`config.mk`:
```
export PLATFORM = sky130hd
export DESIGN_NAME = mux_rr_arbiter
export DESIGN_NICKNAME = d
export VERILOG_FILES = /design/src/rtl/mux_arb_pkg.sv /design/src/rtl/mux_rr_arbiter_rr_pick.sv /design/src/rtl/mux_rr_arbiter.sv
export SDC_FILE = /design/constraint.sdc
export NUM_CORES = 1
export LEC_CHECK = 0
export BUFFER_PORTS_ARGS = -buffer_cell sky130_fd_sc_hd__buf_2
export CORE_ASPECT_RATIO = 1.1
export CORE_UTILIZATION = 40
export CTS_CLUSTER_DIAMETER = 80
export DETAILED_ROUTE_END_ITERATION = 12
export GPL_ROUTABILITY_DRIVEN = 0
export PLACE_DENSITY = 0.72
export SLEW_MARGIN = 20
export SYNTH_ARGS = -nofsm -noshare
export SYNTH_HDL_FRONTEND = slang
export SYNTH_SLANG_ARGS = --single-unit
```
`constraint.sdc`:
```
create_clock -name clk -period 2.92 [get_ports clk]
set_clock_uncertainty 0.15 [all_clocks]
set_input_delay 0.438 -clock clk [delete_from_list [all_inputs] [get_ports clk]]
set_output_delay 0.438 -clock clk [all_outputs]
set_load 0.01 [all_outputs]
```
`src/rtl/mux_arb_pkg.sv`:
```
// Shared constants, state encoding and grant-to-select helper for the mux round-robin arbiter.
package mux_arb_pkg;

   localparam int unsigned N_REQ = 4;
   localparam int unsigned SEL_W = 2;

   typedef enum logic {IDLE, BUSY} arb_state_e;

   function automatic logic [SEL_W-1:0] onehot2idx(input logic [N_REQ-1:0] oh);
      logic [SEL_W-1:0] idx;
      idx = '0;
      for (int unsigned i = 0; i < N_REQ; i++) begin
         if (oh[i]) idx = SEL_W'(i);
      end
      return idx;
   endfunction

endpackage

```
`src/rtl/mux_rr_arbiter_rr_pick.sv`:
```
// Combinational rotating-priority picker: first set req bit at or after start, wrapping modulo N_REQ.
module rr_pick
   import mux_arb_pkg::*;
(
   input  logic [N_REQ-1:0] req,
   input  logic [SEL_W-1:0] start,
   output logic             found,
   output logic [SEL_W-1:0] idx
);

   logic [SEL_W-1:0] cand;

   always_comb begin
      found = 1'b0;
      idx   = '0;
      cand  = '0;
      for (int unsigned k = 0; k < N_REQ; k++) begin
         // SEL_W-bit addition wraps naturally because N_REQ == 2**SEL_W
         cand = start + SEL_W'(k);
         if (!found && req[cand]) begin
            found = 1'b1;
            idx   = cand;
         end
      end
   end

endmodule

```
`src/rtl/mux_rr_arbiter.sv`:
```
// Round-robin arbiter driving the select of a shared 4:1 mux, with per-grant tenure limit.
// Optional MUX_ARB_LOCK_EN adds a lock input that suppresses the tenure timeout.
module mux_rr_arbiter
   import mux_arb_pkg::*;
#(
   parameter int unsigned MAX_HOLD = 8
) (
   input  logic             clk,
   input  logic             rst,
`ifdef MUX_ARB_LOCK_EN
   input  logic             lock,
`endif
   input  logic [N_REQ-1:0] req,
   output logic [N_REQ-1:0] grant,
   output logic [SEL_W-1:0] sel,
   output logic             gnt_valid,
   output logic             owner_tout
);

   localparam int unsigned      CNT_W     = (MAX_HOLD > 1) ? $clog2(MAX_HOLD) : 1;
   localparam logic [CNT_W-1:0] HOLD_LAST = CNT_W'(MAX_HOLD - 1);

   arb_state_e       state_q, state_d;
   logic [CNT_W-1:0] hold_cnt_q, hold_cnt_d;
   logic [SEL_W-1:0] last_ptr_q, last_ptr_d;
   logic [N_REQ-1:0] grant_q, grant_d;
   logic [SEL_W-1:0] sel_q, sel_d;
   logic             gnt_valid_q, gnt_valid_d;
   logic             owner_tout_q, owner_tout_d;

   logic [N_REQ-1:0] others, pick_req;
   logic [SEL_W-1:0] pick_start, pick_idx;
   logic             pick_found, owner_req, at_limit, lock_hold, timeout, release_g;

`ifdef MUX_ARB_LOCK_EN
   assign lock_hold = lock;
`else
   assign lock_hold = 1'b0;
`endif

   // last_ptr always holds the current/previous owner, so both searches start one past it
   assign others     = req & ~grant_q;
   assign pick_req   = (state_q == BUSY) ? others : req;
   assign pick_start = last_ptr_q + SEL_W'(1);
   assign owner_req  = |(req & grant_q);
   assign at_limit   = (hold_cnt_q == HOLD_LAST);
   assign timeout    = (state_q == BUSY) && owner_req && at_limit && !lock_hold && (|others);
   assign release_g  = (state_q == BUSY) && (!owner_req || timeout);

   rr_pick u_pick (
      .req   (pick_req),
      .start (pick_start),
      .found (pick_found),
      .idx   (pick_idx)
   );

   always_ff @(posedge clk) begin
      if (rst) begin
         state_q      <= IDLE;
         hold_cnt_q   <= '0;
         last_ptr_q   <= '1;
         grant_q      <= '0;
         sel_q        <= '0;
         gnt_valid_q  <= 1'b0;
         owner_tout_q <= 1'b0;
      end else begin
         state_q      <= state_d;
         hold_cnt_q   <= hold_cnt_d;
         last_ptr_q   <= last_ptr_d;
         grant_q      <= grant_d;
         sel_q        <= sel_d;
         gnt_valid_q  <= gnt_valid_d;
         owner_tout_q <= owner_tout_d;
      end
   end

   always_comb begin
      state_d    = state_q;
      hold_cnt_d = hold_cnt_q;
      last_ptr_d = last_ptr_q;
      case (state_q)
         IDLE: begin
            if (pick_found) begin
               state_d    = BUSY;
               hold_cnt_d = '0;
               last_ptr_d = pick_idx;
            end
         end
         BUSY: begin
            if (release_g) begin
               hold_cnt_d = '0;
               if (pick_found) begin
                  last_ptr_d = pick_idx;
               end else begin
                  state_d = IDLE;
               end
            end else if (!lock_hold) begin
               // uncontended tenure limit simply restarts the count
               hold_cnt_d = at_limit ? '0 : hold_cnt_q + CNT_W'(1);
            end
         end
         default: state_d = IDLE;
      endcase
   end

   always_comb begin
      grant_d      = grant_q;
      sel_d        = sel_q;
      gnt_valid_d  = gnt_valid_q;
      owner_tout_d = 1'b0;
      if ((state_q == IDLE) || release_g) begin
         if (pick_found) begin
            grant_d      = {{(N_REQ-1){1'b0}}, 1'b1} << pick_idx;
            sel_d        = onehot2idx(grant_d);
            gnt_valid_d  = 1'b1;
            owner_tout_d = timeout;
         end else begin
            grant_d     = '0;
            gnt_valid_d = 1'b0;
         end
      end
   end

   assign grant      = grant_q;
   assign sel        = sel_q;
   assign gnt_valid  = gnt_valid_q;
   assign owner_tout = owner_tout_q;

endmodule

```
==> impl_results.rst <==
.. list-table::
   :header-rows: 1

   * - Metric
     - Value
   * - Outcome
     - finished clean
   * - Maximum clock frequency
     - 513 MHz
   * - Least-Margin Pin Slew
     - 0.384 ns
   * - Leading post-synthesis cells by cell area
     - dfxtp_1 38%, a21oi_1 7.4%, nand2_1 4.0%, o221ai_1 3.5%, ha_1 3.4%
   * - Biggest cell delay along the critical path
     - 0.51 ns
   * - Most used flip-flop cell after synthesis
     - dfxtp_1
   * - Async set-reset flop share out of synthesis
     - 0
   * - Worst slack after detailed placement
     - 0.856 ns
   * - Final critical-path share of the clock period
     - 0.668
   * - Biggest area consumer among synthesized cells
     - dfxtp_1
   * - Cell row count
     - 15
   * - Final Hold Violating Endpoints
     - 0
   * - Number of endpoints failing setup at the final stage
     - 0
   * - DP Wirelength
     - 1200 µm
   * - Summed negative setup slack over all endpoints
     - 0 ns
   * - Leakage power
     - 0.358 nW
   * - Cts-stage hold buffer count
     - 0
   * - Overall overflow remaining after global route
     - 0
   * - Floorplan die area
     - 0.00203 mm²
   * - Antenna cells
     - 0
   * - Die height
     - 47.2 µm
   * - Clk sinks
     - 14
   * - Fraction of layout instances using a drive strength above 1
     - 0.235
   * - Maximum VDD drop
     - 0.000310 V
   * - Number of vias per cell
     - 5.97
   * - Global-route wire length before repair
     - 2620 µm
   * - I/O pins
     - 14
   * - Setup slack of the most critical reg-to-reg path
     - 0.97 ns
   * - Share of the yosys chip area belonging to registers
     - 0.378
   * - Number of antenna violations at the first check in global routing
     - 0
   * - Kind of critical path
     - register to register
   * - Top layer used by detailed routing
     - met4
   * - Final standard cell utilization of the core
     - 0.508
   * - Max transition margin
     - 0.741
   * - Net Sw Power
     - 0.000184 W
   * - Area share of the largest cell type after synthesis
     - 0.378
   * - DRC Markers
     - 0
   * - Combinational group share of total power
     - 0.295
   * - CP Capture Type
     - register
   * - Maximum number of pins on one net before global-route repair
     - 14
   * - Share of total power consumed by net switching
     - 0.334
   * - Clk slew on worst S/H paths
     - 0.09 ns
   * - Slowest cell on the critical path
     - dfxtp_1
   * - Number of nets with antenna violations after routing
     - 0
   * - Worst min path class
     - register to register
   * - Total power per unit cell area
     - 659 mW/mm²
   * - Width of the die
     - 43.1 µm
   * - Number of buffers created by CTS
     - 3
   * - Vias in the first global route
     - 597
   * - Number of distinct library cells after synthesis
     - 32
   * - Buffers on Ports
     - 13
   * - Cell chosen for the clock root
     - clkbuf_4
   * - Slew Limit Fails
     - 0
   * - Via count
     - 686
   * - Detailed-routing iteration count for the pre-antenna-repair pass
     - 4
   * - Most common library cell in the layout ignoring fill and taps
     - dfxtp_1
   * - CTS Buffer Depth
     - 2
   * - Crit path arrival time
     - 2.02 ns
   * - TritonCTS clock tree
     - done
   * - Effective utilization at floorplan
     - 0.449
   * - Leading cell types in the layout, fill and taps excluded
     - 14 x dfxtp_1, 13 x buf_2, 11 x a21oi_1, 8 x nand2_1
   * - Sequential Power Share
     - 0.450
   * - DR WL met2
     - 682 µm
   * - Routed wire per std cell
     - 13.8 µm
   * - Post-placement cell area
     - 802 µm²
   * - Number of setup buffers added after CTS
     - 0
   * - Final Non-Filler Cells
     - 115
   * - Total routing usage reported by global routing
     - 0.177
   * - Cell Int Power
     - 0.000368 W
   * - # placed instances
     - 111
   * - WP data required
     - 2.99 ns
   * - Post-layout nets
     - 107
   * - Post-synthesis cell area
     - 742 µm²
   * - Max H-tree Level
     - 1
   * - Wl on met1
     - 782 µm
   * - Cell count after synthesis
     - 85
   * - Mean instance size in the synthesized netlist
     - 8.73 µm²
   * - Clock group share of total power
     - 0.255
   * - Number of DRC markers in iteration 0
     - 11
   * - EDFF count, synth
     - 0
   * - CP startpoint kind
     - register
   * - Post-cts repair resize count
     - 0
   * - Net count after synthesis
     - 93
   * - Post-layout min period
     - 1.95 ns
   * - Maximum capacitance violations
     - 0
   * - Flip-flop and latch count after synthesis
     - 14
   * - Core Region
     - 0.00165 mm²
   * - Total met3 wirelength after detailed routing
     - 94 µm
   * - Worst-path fanout max
     - 9
   * - Number of inserted filler cells in the final layout
     - 174
   * - Worst path cell trace
     - o21ba_1, or3_4, a2bb2oi_1, or3_1, a21oi_1
   * - Clock latency on the worst-skew pair
     - 0.28 ns
   * - Relative area change from synthesis to final layout
     - 13.0%
   * - Post-Layout Inst Area
     - 838 µm²
   * - Number of warning messages in the yosys log
     - 0
   * - Final wirelength
     - 1590 µm
   * - RSZ-0062 raised after global routing
     - false
   * - Setup WS post-layout
     - 0.970 ns
## path summary, 6_finish.rpt
path                  start        end  cells after the start
setup / recovery    state_q   grant[3]                      5
hold / removal    gnt_valid  gnt_valid                      1
setup reg to reg    state_q   grant[3]                      5
hold reg to reg   gnt_valid  gnt_valid                      1
## synth_stat cells (2+ instances only)
cell	count
nor3_1	4
nand2_1	8
nor2b_1	4
or3_1	3
o21ai_0	3
nor2_1	4
ha_1	2
a22o_1	2
nand2b_1	2
o221ai_1	3
a21bo_2	2
a21oi_1	11
dfxtp_1	14
a21boi_0	3
a22oi_1	2
clkbuf_1	2
## cell type report
cell class / count / area [µm²] / area share
multi-input cells: 66 / 432 / 0.515
flip-flops and latches: 14 / 280 / 0.334
repair buffers: 13 / 65.1 / 0.0776
clock buffers: 4 / 36.3 / 0.0433
well taps: 17 / 21.3 / 0.0254
inverters: 1 / 3.75 / 0.00448
## cells by family after synthesis
| family | count (synthesis) | synth area share |
|---|---|---|
| AO/OA/AOI/OAI | 33 | 0.325 |
| adder cells (fa/ha/maj) | 2 | 0.0337 |
| buffers and inverters | 5 | 0.0405 |
| flip-flops | 14 | 0.378 |
| AND/OR/NAND/NOR | 31 | 0.223 |
## metal layers
layer	up-vias	GRT usage
li1	343	-
met1	318	0.247
met2	21	0.264
met3	4	0.0231
met4	0	0.109
met5	-	0
## worst max-delay path: cells and delay by family (launching register included)
| kind | cells | cell delay [ns] |
|---|---|---|
| AND/OR/NAND/NOR | 2 | 0.71 |
| flip-flops | 1 | 0.51 |
| AO/OA/AOI/OAI | 3 | 0.51 |
## stage by stage
| step | hold slack, ns | power (W) |
|---|---|---|
| after floorplan | 0.320 | 0.000372 |
| after global placement | 0.296 | 0.000412 |
| after detailed placement | 0.303 | 0.000416 |
| after CTS | 0.317 | 0.000556 |
| after global routing | 0.330 | 0.000589 |
| final | 0.322 | 0.000553 |
## registers in the layout, summed over array words and instances (netlist names)
name	flops
gnt_valid	1
sel	2
grant	4
state_q	1
last_ptr_q	2
owner_tout	1
hold_cnt_q	3
## power by group through the flow
stage	logic (W)	registers (W)	clock network [W]
2_1_floorplan	0.000118	0.000254	0
3_3_place_gp	0.000160	0.000252	0
3_5_place_dp	0.000163	0.000253	0
4_1_cts	0.000164	0.000249	0.000144
5_1_grt	0.000184	0.000253	0.000151
6_report	0.000163	0.000249	0.000141
(Power assumes the default switching activity.)
